`src/rtl/lfsr_prng.sv`:
```
// Galois-free (Fibonacci, shift-left) LFSR pseudo-random generator with a
// rejection-sampling front end that returns a value in [0, range_max].
module lfsr_prng #(
  parameter int                 WIDTH     = 48,
  parameter logic [WIDTH-1:0]   TAPS      = 48'h84C0_0000_0000,
  parameter logic [WIDTH-1:0]   SEED      = 48'h0000_AB40_F19C,
  parameter int                 OUT_W     = 16,
  parameter int                 MAX_TRIES = 8
) (
  input  logic             clk,
  input  logic             rst_n,
  input  logic             en,
  input  logic             seed_load,
  input  logic [WIDTH-1:0] seed_in,
  input  logic             req,
  input  logic [OUT_W-1:0] range_max,
  output logic [WIDTH-1:0] raw,
  output logic [OUT_W-1:0] rnd_out,
  output logic             rnd_valid,
  output logic             busy,
  output logic             lockup
);

  localparam int            TW       = (MAX_TRIES > 1) ? $clog2(MAX_TRIES) : 1;
  localparam logic [TW-1:0] LAST_TRY = TW'(MAX_TRIES - 1);

  localparam logic [0:0] ST_IDLE = 1'b0;
  localparam logic [0:0] ST_DRAW = 1'b1;

  logic [WIDTH-1:0] lfsr_q, lfsr_d;
  logic [0:0]       state_q, state_d;
  logic [TW-1:0]    tries_q, tries_d;
  logic [OUT_W-1:0] rng_q, rng_d;
  logic [OUT_W-1:0] rnd_out_q, rnd_out_d;
  logic             rnd_valid_q, rnd_valid_d;
  logic             lockup_q, lockup_d;

  logic             fb;
  logic [OUT_W-1:0] mask;
  logic [OUT_W-1:0] cand;

  // Smear the highest set bit of rng_q downward: smallest 2^k-1 covering rng_q.
  always_comb begin
    mask = rng_q;
    for (int s = 1; s < OUT_W; s = s * 2) begin
      mask = mask | (mask >> s);
    end
  end

  assign fb   = ^(lfsr_q & TAPS);
  assign cand = lfsr_q[OUT_W-1:0] & mask;

  always_comb begin
    lfsr_d      = lfsr_q;
    state_d     = state_q;
    tries_d     = tries_q;
    rng_d       = rng_q;
    rnd_out_d   = rnd_out_q;
    rnd_valid_d = 1'b0;
    lockup_d    = 1'b0;

    if (seed_load) begin
      // A zero seed would lock the register up, so it falls back to SEED.
      lfsr_d  = (seed_in == '0) ? SEED : seed_in;
      state_d = ST_IDLE;
      tries_d = '0;
    end else begin
      if (lfsr_q == '0) begin
        lfsr_d   = SEED;
        lockup_d = 1'b1;
      end else if (en || (state_q == ST_DRAW)) begin
        lfsr_d = {lfsr_q[WIDTH-2:0], fb};
      end

      case (state_q)
        ST_IDLE: begin
          if (req) begin
            rng_d   = range_max;
            tries_d = '0;
            state_d = ST_DRAW;
          end
        end
        default: begin
          if (cand <= rng_q) begin
            rnd_out_d   = cand;
            rnd_valid_d = 1'b1;
            state_d     = ST_IDLE;
          end else if (tries_q != LAST_TRY) begin
            tries_d = tries_q + TW'(1);
          end else begin
            // cand <= mask and mask>>1 < rng_q, so the halved value is in range.
            rnd_out_d   = cand >> 1;
            rnd_valid_d = 1'b1;
            state_d     = ST_IDLE;
          end
        end
      endcase
    end
  end

  always_ff @(posedge clk or negedge rst_n) begin
    if (!rst_n) begin
      lfsr_q      <= SEED;
      state_q     <= ST_IDLE;
      tries_q     <= '0;
      rng_q       <= '0;
      rnd_out_q   <= '0;
      rnd_valid_q <= 1'b0;
      lockup_q    <= 1'b0;
    end else begin
      lfsr_q      <= lfsr_d;
      state_q     <= state_d;
      tries_q     <= tries_d;
      rng_q       <= rng_d;
      rnd_out_q   <= rnd_out_d;
      rnd_valid_q <= rnd_valid_d;
      lockup_q    <= lockup_d;
    end
  end

  // busy is the FSM state bit itself (high in DRAW).
  assign raw       = lfsr_q;
  assign rnd_out   = rnd_out_q;
  assign rnd_valid = rnd_valid_q;
  assign busy      = (state_q == ST_DRAW);
  assign lockup    = lockup_q;

endmodule

```
`config.mk`:
```
export PLATFORM = sky130hd
export DESIGN_NAME = lfsr_prng
export DESIGN_NICKNAME = d
export VERILOG_FILES = /design/src/rtl/lfsr_prng.sv
export SDC_FILE = /design/constraint.sdc
export NUM_CORES = 1
export LEC_CHECK = 0
export BUFFER_PORTS_ARGS = -buffer_cell sky130_fd_sc_hd__buf_2
export CORE_MARGIN = 1
export CORE_UTILIZATION = 56
export DETAILED_ROUTE_END_ITERATION = 8
export PLACE_DENSITY = 0.85
export SKIP_CTS_REPAIR_TIMING = 1
export SYNTH_ARGS = -nofsm -noshare
export SYNTH_HDL_FRONTEND = slang
export SYNTH_SLANG_ARGS = --single-unit
```
`constraint.sdc`:
```
create_clock -name clk -period 7.35 [get_ports clk]
set_clock_uncertainty 0.15 [all_clocks]
set_input_delay 0 -clock clk [delete_from_list [all_inputs] [get_ports clk]]
set_output_delay 0 -clock clk [all_outputs]
set_load 0.01 [all_outputs]
```
# Yosys cells after proc, flatten, opt, wreduce, memory -nomap -nowiden
# Cells that the tools add are included.
# classes
add_sub_neg	1
magnitude_cmp	1
eq_ne	4
mux	22
bitwise	7
reduce_logical	9
# ops
operator	n
2-to-1 mux 48 bit	4
zero test 48 bit	2
XOR reduction 48 bit	1
2-to-1 mux 16 bit	2
AND 16 bit	1
less-or-equal comparator 16 bit	1
OR 16 x 12 -> 16 bit	1
OR 16 x 14 -> 16 bit	1
OR 16 x 15 -> 16 bit	1
OR 16 x 8 -> 16 bit	1
2-to-1 mux 3 bit	5
2-to-1 mux 1 bit	11
AND reduction 3 bit	3
!= test 3 bit, second input constant	2
nonzero test 3 bit	2
adder 3 x 1 -> 3 bit, second input constant	1
!= test 3 x 2 -> 1 bit, second input constant	1
!= test 2 bit, second input constant	1
NOT 1 bit	2
logical OR 1 bit	1
# word_totals
reg_bits	86
in_bits	69
out_inout_bits	67
wordCells	51

# Longest topological paths before layout
# Gate-level depths: netlist of run 1.
# depth
ltp_word	9
ltp_mapped	14

# Worst setup path after synthesis of run 1
# No wires, ideal clock.
# synth_path
path_kind	register to register
from	reg rng_q[15]
to	reg rnd_out_q[6], in the netlist rnd_out[6]
arrival_ns	3.022
required_time_ns	7.106
setup_slack_ns	4.084
stages_incl_launch_ff	15
path_buffers	3
synth_period_minus_slack_ns	3.266
path_cell_list	dfrtp_1 nor4_2 nand4_1 o31ai_1 inv_1 ha_1 nand4_1 nor2_1 nand2_1 and2_4 buf_6 or2_1 buf_6 buf_12 a221oi_2
# synth_between
elab_chain_len	8
# synth_lines
element	line_no	rtl
start, declared	33	logic [OUT_W-1:0] rng_q, rng_d;
start signal, assigned	114	rng_q <= rng_d;
OR 16 x 15 -> 16 bit	46	mask = mask | (mask >> s);
OR 16 x 14 -> 16 bit	46	
OR 16 x 12 -> 16 bit	46	
OR 16 x 8 -> 16 bit	46	
AND 16 bit	51	assign cand = lfsr_q[OUT_W-1:0] & mask;
less-or-equal comparator 16 bit	84	if (cand <= rng_q) begin
!= test 2 bit (no source line)	n/a	
AND reduction 3 bit (no source line)	n/a	
end signal, assigned	115	rnd_out_q <= rnd_out_d;
end, declared	34	logic [OUT_W-1:0] rnd_out_q, rnd_out_d;
# Several ways; a longest one is shown, not always the timed one. The select of a mux whose other input is x is not followed.
# A chain may end at the register's enable or synchronous reset.

# Final worst setup path of run 1
# layout_path
from	reg rng_q[15]
to	reg rnd_out_q[4], in the netlist rnd_out[4]
# The elaborated chain is that of the path after synthesis.

==> results.toml, run 1 <==
[sta]
max_freq_mhz = 237
final.min_clock_period_ns = 4.22
slew_headroom = 0.142
hold_violations = 0
timing_worst_slew_pin_value_ns = 1.28
fin_ws_ns = 3.13
final_max_slew_viol_count = 0
setup_viol = 0
finalCritPeriodShare = 0.575
rsz0062_at_grt = "false"
fin_hold_ws_ns = 0.119
tns_ns = 0

[yosys]
netlist.area_leader.share = 0.380
ys_ff_latch = 86
synthArstFlopShare = 1.00
synth_area_sq_um = 4670
syn-instance-count = 499
synth-edff-count = 0
synth_top_area_cell = "dfrtp_1"
ys_types = 48
ys.flop_type = "dfrtp_1"
syn_area_per_cell_sq_um = 9.36
synth_nets = 586
netlist_top_cells_area = "dfrtp_1, dfstp_2, a21oi_1"
ys_seq_area_frac = 0.465
yosys_warnings = 0

[clock_tree]
htreeDepth = 3
cts_buffers = 9
root_buffer = "clkbuf_8"
cts_buffer_depth = 2
clock-sinks = 86
cts_tree = "done"
clkTransAtPathRegs_ns = 0.09
clock_latency_ns = 0.35

[finish]
layout_commonest_cell = "buf_2"
drive_above_1_share = 0.275
fillers = 482
final_area_sq_um = 6240
final_cell_mix = "buf_2, dfrtp_1, dlygate4sd3_1, nor2_1, a21oi_1"
finalNetCount = 769
syn2layout_area_growth_pct = 33.6

[pwr]
pwr_density_cell_nw_per_um2 = 264
clkPwrFrac = 0.229
power_mw = 1.65
comb_power_share = 0.350
pwr-share-seq = 0.420
power.share.switching = 0.368
ir_worst_vdd_uv = 143
p_int_mw = 1.04
p_leak_nw = 2.80
power_switching_mw = 0.606

[global_route]
grt_max_degree = 87
grt_overflow = 0
antenna_found_initial = 0
grt_pass1_vias = 4232
track_usage = 0.307
grt_first_pass_wirelength_um = 20700

[min_path]
min_from = "req"
hold_class = "primary input to register"

[run]
cap_violations = 0

[setup_path]
critPathCaptureType = "register"
arrival_ns = 4.26
critPathMaxFanout = 17
timing.rr.start = "rng_q[15]"
cp-start-kind = "register"
cp-startpoint = "rng_q[15]"
required_ns = 7.39
path_class = "register to register"

[die]
fp.dieH_um = 93.3
die-width_um = 93.3
die_area_sq_um = 8710
rows = 32
boundaryPins = 136
start_util = 0.592
coreArea_sq_um = 7890

[status]
status = "completed"

[place]
port-buffer-count = 135
dpl_cell_area_sq_um = 5350
pre_cts_ws_ns = 3.29
hpwl_um = 9480
place.gp.congestion = 0.923

[detailed_routing]
drt-pass1-iter-count = 6
drtIter0Drc = 333
wl_um = 15600
dr_total_vias = 4999
ant_nets = 0
wl_per_cell_um = 19.7
drc = 0
viasPerCell = 6.33
cell families after synthesis:
family                   synth area share
AND/OR/NAND/NOR                     0.180
adder cells (fa/ha/maj)            0.0482
multiplexers                      0.00697
AO/OA/AOI/OAI                       0.230
flip-flops                          0.465
buffers and inverters              0.0665
XOR/XNOR                          0.00375
registers in the layout (all words and copies together) (netlist names):
| register | flops |
|---|---|
| lockup | 1 |
| rng_q | 16 |
| tries_q | 3 |
| rnd_valid | 1 |
| busy | 1 |
| raw | 48 |
| rnd_out | 16 |
cells in the mapped netlist (9+ instances only):
cell,n
ha_1,18
a21oi_1,55
dfrtp_1,71
o22ai_1,17
nand4_1,10
nand2_1,21
o21ai_0,16
buf_2,10
nor4_1,24
nor2_1,65
inv_1,38
a221oi_2,9
a22oi_1,33
clkbuf_1,20
nor4b_1,13
dfstp_2,15
layout make-up:
type	count	area (sq um)	area share
well taps	102	128	0.0205
flip-flops and latches	86	2170	0.348
clock inverters	5	83.8	0.0134
repair buffers	205	1370	0.219
diodes	1	2.50	0.000401
inverters	38	143	0.0229
clock buffers	11	141	0.0227
multi-input cells	342	2200	0.353
power by group through the flow:
| stage | registers [mW] | logic (mW) | clock network [mW] |
|---|---|---|---|
| 2_1_floorplan | 0.712 | 0.333 | 0 |
| 3_3_place_gp | 0.687 | 0.506 | 0 |
| 3_5_place_dp | 0.693 | 0.529 | 0 |
| 4_1_cts | 0.685 | 0.533 | 0.378 |
| 5_1_grt | 0.703 | 0.629 | 0.396 |
| 6_report | 0.692 | 0.576 | 0.377 |
through the flow:
stage	std cells	utilization
detailed placement	707	0.678
global placement	707	0.678
CTS	723	0.707
floorplan	499	-
finish	790	0.791
global route	789	0.791
worst max-delay path, cell delays in order, from the launching register on:
cell and delay (ns):
dfrtp_1 0.46, nor4_2 0.54, nand4_1 0.39, o31ai_1 0.48, inv_1 0.08, ha_1 0.31, o211ai_1 0.08, a21oi_1 0.21
o211a_1 0.53, or2_1 0.64, a221oi_1 0.17
per-layer routing:
metal	up-vias	global-route usage	share of wire
met1	2375	0.389	0.38
met5	-	0	0
met2	340	0.512	0.49
met3	65	0.0683	0.087
met4	0	0.122	0.041
li1	2219	-	-
path summary, 6_finish.rpt:
check	endpoint	slack, ns	cells after the start
worst max-delay path	rnd_out[4]	3.13	10
worst min-delay path	tries_q[2]	0.12	4
worst max register to register	rnd_out[4]	3.13	10
worst min register to register	rnd_out[15]	0.37	1
max in group asynchronous	raw[10]	6.12	2
min in group asynchronous	rnd_out[15]	0.22	2
(Power assumes the default switching activity.)
==> inputs of run 2 (changes only) <==
- ABC_AREA: default -> 1
- CORE_UTILIZATION: 56 -> 49
- PLACE_DENSITY: 0.85 -> 0.78
- clock period: 7.35 -> 3.8 ns (I/O delays scaled with it)
==> run 2 against run 1 <==
  * Maximum frequency rose by 27%
  * Die area rose by 30%
  * Power rose by 80%
  * Combinational power rose by 88%
==> results.toml, run 2 <==
[setup_path]
path_class = "register to register"
arrival_ns = 3.49
critPathMaxFanout = 21
required_ns = 3.95
cp-start-kind = "register"
critPathCaptureType = "register"

[yosys]
synthTopCellsByCount = "nand2_1, inv_1, dfrtp_1"
ys_ff_latch = 86
netlist.area_leader.share = 0.332
ys.flop_type = "dfrtp_1"
synth_area_sq_um = 5350
netlist_top_cells_area = "dfrtp_1, nand2_1, dfstp_2"
synth_nets = 827
ys_seq_area_frac = 0.405
synth.most_common_cell = "nand2_1"
synthArstFlopShare = 1.00
synth-edff-count = 0
synth_top_area_cell = "dfrtp_1"
syn-instance-count = 740
ys_types = 33
syn_area_per_cell_sq_um = 7.23
yosys_warnings = 0

[finish]
drive_above_1_share = 0.218
final_cell_mix = "nand2_1, buf_2, inv_1, dfrtp_1, nand3_1"
utilization = 0.658
finalNetCount = 1009
fillers = 945
diodes = 0
largest_register_ffs = 48
syn2layout_area_growth_pct = 28.7
layout_commonest_cell = "nand2_1"

[clock_tree]
clkTransAtPathRegs_ns = 0.10
cts_buffer_depth = 2
cts_buffers = 9
clock_latency_ns = 0.36
htreeDepth = 3
cts_tree = "done"
clock-sinks = 86
root_buffer = "clkbuf_8"

[global_route]
grt_first_pass_wirelength_um = 25000
antenna_found_initial = 0
grt_max_degree = 80
track_usage = 0.282
grt_pass1_vias = 5197
grt_overflow = 0

[die]
rows = 37
die_area_sq_um = 11300
start_util = 0.512
coreArea_sq_um = 10500
fp.dieH_um = 107
die-width_um = 107
boundaryPins = 136

[detailed_routing]
viasPerCell = 5.44
wl_um = 16800
dr_total_vias = 5783
wl_per_cell_um = 15.8
drtIter0Drc = 536
drt-pass1-iter-count = 5
drc = 0
ant_nets = 0

[sta]
final_max_slew_viol_count = 0
fin_ws_ns = 0.462
rsz0062_at_grt = "false"
finalCritPeriodShare = 0.878
final.min_clock_period_ns = 3.34
slew_headroom = 0.314
hold_violations = 0
tns_ns = 0
max_freq_mhz = 300
setup_viol = 0
fin_hold_ws_ns = 0.0813
timing_worst_slew_pin_value_ns = 1.03

[status]
status = "completed"

[pwr]
comb_power_share = 0.364
p_leak_nw = 3.70
ir_worst_vdd_uv = 246
power.share.switching = 0.396
clkPwrFrac = 0.210
power_switching_mw = 1.17
p_int_mw = 1.79
pwr_density_cell_nw_per_um2 = 430
pwr-share-seq = 0.426

[run]
cap_violations = 0

[place]
port-buffer-count = 135
place.gp.congestion = 0.908
pre_cts_ws_ns = 0.535
hpwl_um = 11200

[min_path]
hold_class = "primary input to asynchronous set/reset pin"
==> run 2: final cells by class <==
type / count / area [sq um] / area share
sequential: 86 / 2170 / 0.315
tap: 136 / 170 / 0.0247
clock buffer: 10 / 138 / 0.0200
multi-input combinational: 524 / 2630 / 0.382
inverter: 96 / 363 / 0.0527
timing repair buffer: 205 / 1370 / 0.199
clock inverter: 6 / 43.8 / 0.00636
==> run 2: worst paths after layout <==
check,from,to,slack [ns],depth (start not counted)
worst min register to register,rnd_out[15],rnd_out[15],0.33,2
worst max register to register,rng_q[15],rnd_out[12],0.46,15
worst max-delay path,rng_q[15],rnd_out[12],0.46,15
max in group asynchronous,rst_n,raw[13],2.52,3
min in group clk,en,raw[31],0.19,4
worst min-delay path,rst_n,rng_q[7],0.08,2
==> run 2: power groups by stage <==
stage | Combinational (mW) | Sequential (mW) | Clock, mW
after floorplan | 0.578 | 1.32 | 0
final | 1.08 | 1.26 | 0.621
after global placement | 0.994 | 1.28 | 0
after CTS | 1.02 | 1.26 | 0.626
after global routing | 1.21 | 1.28 | 0.659
after detailed placement | 1.01 | 1.27 | 0
==> run 2: cells by family (layout without fill, tap and decap cells) <==
family,after synthesis,in the layout,share of synthesized area
buffers and inverters,130,317,0.103
and+or+nand+nor,415,415,0.360
muxes,2,2,0.00421
xor gates and xnor gates,1,1,0.00164
adders and majority gates,18,18,0.0421
AOI/OAI and AO/OA,88,88,0.0834
DFF,86,86,0.405
==> run 2: worst max-delay path: stages, from the launching register on <==
cell     delay, ns
dfrtp_1       0.43
nor2_2        0.17
nand2_1       0.08
nor2_2        0.20
nand2_1       0.13
nor2_1        0.19
a21oi_1       0.17
ha_1          0.32
nand2_1       0.09
nor3_2        0.23
nand4_4       0.28
nand3_2       0.18
nand2_2       0.27
inv_4         0.25
nand2_1       0.08
nand2_1       0.06
==> run 2: stage by stage <==
| step | instances | total power [mW] | area [sq um] |
|---|---|---|---|
| after floorplan | 740 | 1.90 | 5350 |
| after global placement | 980 | 2.27 | 6040 |
| after detailed placement | 980 | 2.28 | 6040 |
| after CTS | 996 | 2.90 | 6220 |
| after global routing | 1063 | 3.15 | 6890 |
| final | 1063 | 2.96 | 6890 |
==> run 2: per-layer routing <==
| layer | vias up | global-route usage | wire length [um] | share of wire |
|---|---|---|---|---|
| met5 | - | 0 | 0 | 0 |
| met4 | 0 | 0.144 | 713 | 0.043 |
| met3 | 57 | 0.0576 | 1110 | 0.066 |
| met2 | 288 | 0.444 | 8070 | 0.48 |
| met1 | 2669 | 0.368 | 6880 | 0.41 |
| li1 | 2769 | - | - | - |
==> inputs of run 3 (changes only) <==
- CELL_PAD_IN_SITES_DETAIL_PLACEMENT: default -> 0
- CELL_PAD_IN_SITES_GLOBAL_PLACEMENT: default -> 1
- CORE_UTILIZATION: 49 -> 34
- PLACE_DENSITY: 0.78 -> default
- PLACE_DENSITY_LB_ADDON: default -> 0.1
==> run 3 against run 2 <==
  * Core utilization shrank 19 points
  * Combinational power is essentially flat
  * Power grew 12%
  * Cell area grew 3.8%
  * Critical path type unchanged
  * Worst hold slack lost 0.088 ns
  * The run now ends with hold timing left
  * Global-route usage shrank 5.6 points
==> results.toml, run 3 (same netlist as run 2, synthesis figures left out) <==
[clock_tree]
root_buffer = "clkbuf_16"
cts_buffer_depth = 2
cts_tree = "done"
cts_buffers = 9
clkTransAtPathRegs_ns = 0.07
clock_latency_ns = 0.35
clock-sinks = 86
htreeDepth = 3

[die]
fp.dieH_um = 127
die_area_sq_um = 16300
die-width_um = 127
coreArea_sq_um = 15300
rows = 45
start_util = 0.351
boundaryPins = 136

[pwr]
p_leak_nw = 3.76
pwr_density_cell_nw_per_um2 = 463
ir_worst_vdd_uv = 253

[detailed_routing]
ant_nets = 0
wl_per_cell_um = 15.6
dr_total_vias = 5524
drtIter0Drc = 321
wl_um = 17800
drc = 0
viasPerCell = 4.84
drt-pass1-iter-count = 5

[place]
port-buffer-count = 135
hpwl_um = 12900
place.gp.congestion = 0.870

[global_route]
grt_first_pass_wirelength_um = 28200
track_usage = 0.226
antenna_found_initial = 0
grt_max_degree = 76
grt_overflow = 0
grt_pass1_vias = 5328

[sta]
hold_violations = 1
tns_ns = 0
setup_viol = 0
timing_worst_slew_pin_value_ns = 1.04
slew_headroom = 0.304
rsz0062_at_grt = "false"
finalCritPeriodShare = 0.899
max_freq_mhz = 293
fin_hold_ws_ns = -0.00706
final.min_clock_period_ns = 3.42
final_max_slew_viol_count = 0

[setup_path]
cpMostUsedCell = "nand2_1"
path_class = "register to register"
required_ns = 3.88
cpPeakStageDelay_ns = 0.43
critical_path.top_delay_family = "simple AND/OR/NAND/NOR gates"
critPathMaxFanout = 21
arrival_ns = 3.50
path_buf_inv = 2
critPathCaptureType = "register"
worstPathCellList = "nor2_2 > nand2_1 > nor2_2 > nand2_1 > inv_1 > nand2_1 > nor2_1 > nor2_1 > ha_1 > nand3_1 > nor2_4 > nand2_1 > nand2_4 > nand3_2 > nand2_2 > inv_4 > nand2_1 > nand2_1"
cp-start-kind = "register"
crit_path_top_delay_cell = "dfrtp_1"
reg2reg_slack_ns = 0.38

[finish]
syn2layout_area_growth_pct = 33.6
diodes = 0
layout_commonest_cell = "nand2_1"
drive_above_1_share = 0.218
fillers = 1588
finalNetCount = 1012
largest_register_ffs = 48
final_cell_mix = "nand2_1, buf_2, inv_1, dfrtp_1, dlygate4sd3_1"

[min_path]
hold_class = "primary input to register"

[status]
failed_checks = "hold timing"
status = "finished with violations"

[run]
cap_violations = 0
## run 3: tightest hold or removal path: cells and delay by family
kind,cells,cell delay (ns)
buffers and inverters,1,0.25
AND/OR/NAND/NOR,3,0.19
## run 3: final timing paths
kind | start | end | cells after the start
hold reg to reg | rnd_out[15] | rnd_out[15] | 2
max in group asynchronous | rst_n | raw[32] | 3
setup reg to reg | rng_q[15] | rnd_out[8] | 18
setup / recovery | rng_q[15] | rnd_out[8] | 18
hold / removal | seed_load | tries_q[1] | 4
min in group asynchronous | rst_n | rng_q[10] | 2
## run 3: layout make-up
type | instances | area, sq um | share of cell area
clock buffer | 9 | 225 | 0.0315
clock inverter | 7 | 97.6 | 0.0136
inverter | 96 | 363 | 0.0507
multi-input combinational | 524 | 2630 | 0.368
sequential | 86 | 2170 | 0.304
tap | 211 | 264 | 0.0369
timing repair buffer | 208 | 1400 | 0.196
## run 3: per-stage QoR
stage               utilization  instance area [sq um]  std cells  power (mW)  worst slack (ns)
floorplan                     -                   5350        740        1.90              1.22
global placement          0.402                   6140       1056        2.30             0.448
detailed placement        0.402                   6140       1056        2.31             0.406
CTS                       0.423                   6460       1072        3.31             0.376
global route              0.469                   7150       1141        3.56            0.0235
finish                    0.469                   7150       1141        3.31             0.384
## run 3: metal layers
metal	share of wire	GRT usage
met1	0.44	0.279
met2	0.49	0.383
met3	0.040	0.0590
met4	0.027	0.0770
met5	0	0
## run 3: report_power, final
group | switching [mW] | internal, mW
Clock | 0.393 | 0.578
Combinational | 0.672 | 0.411
Sequential | 0.136 | 1.12
Total | 1.20 | 2.11
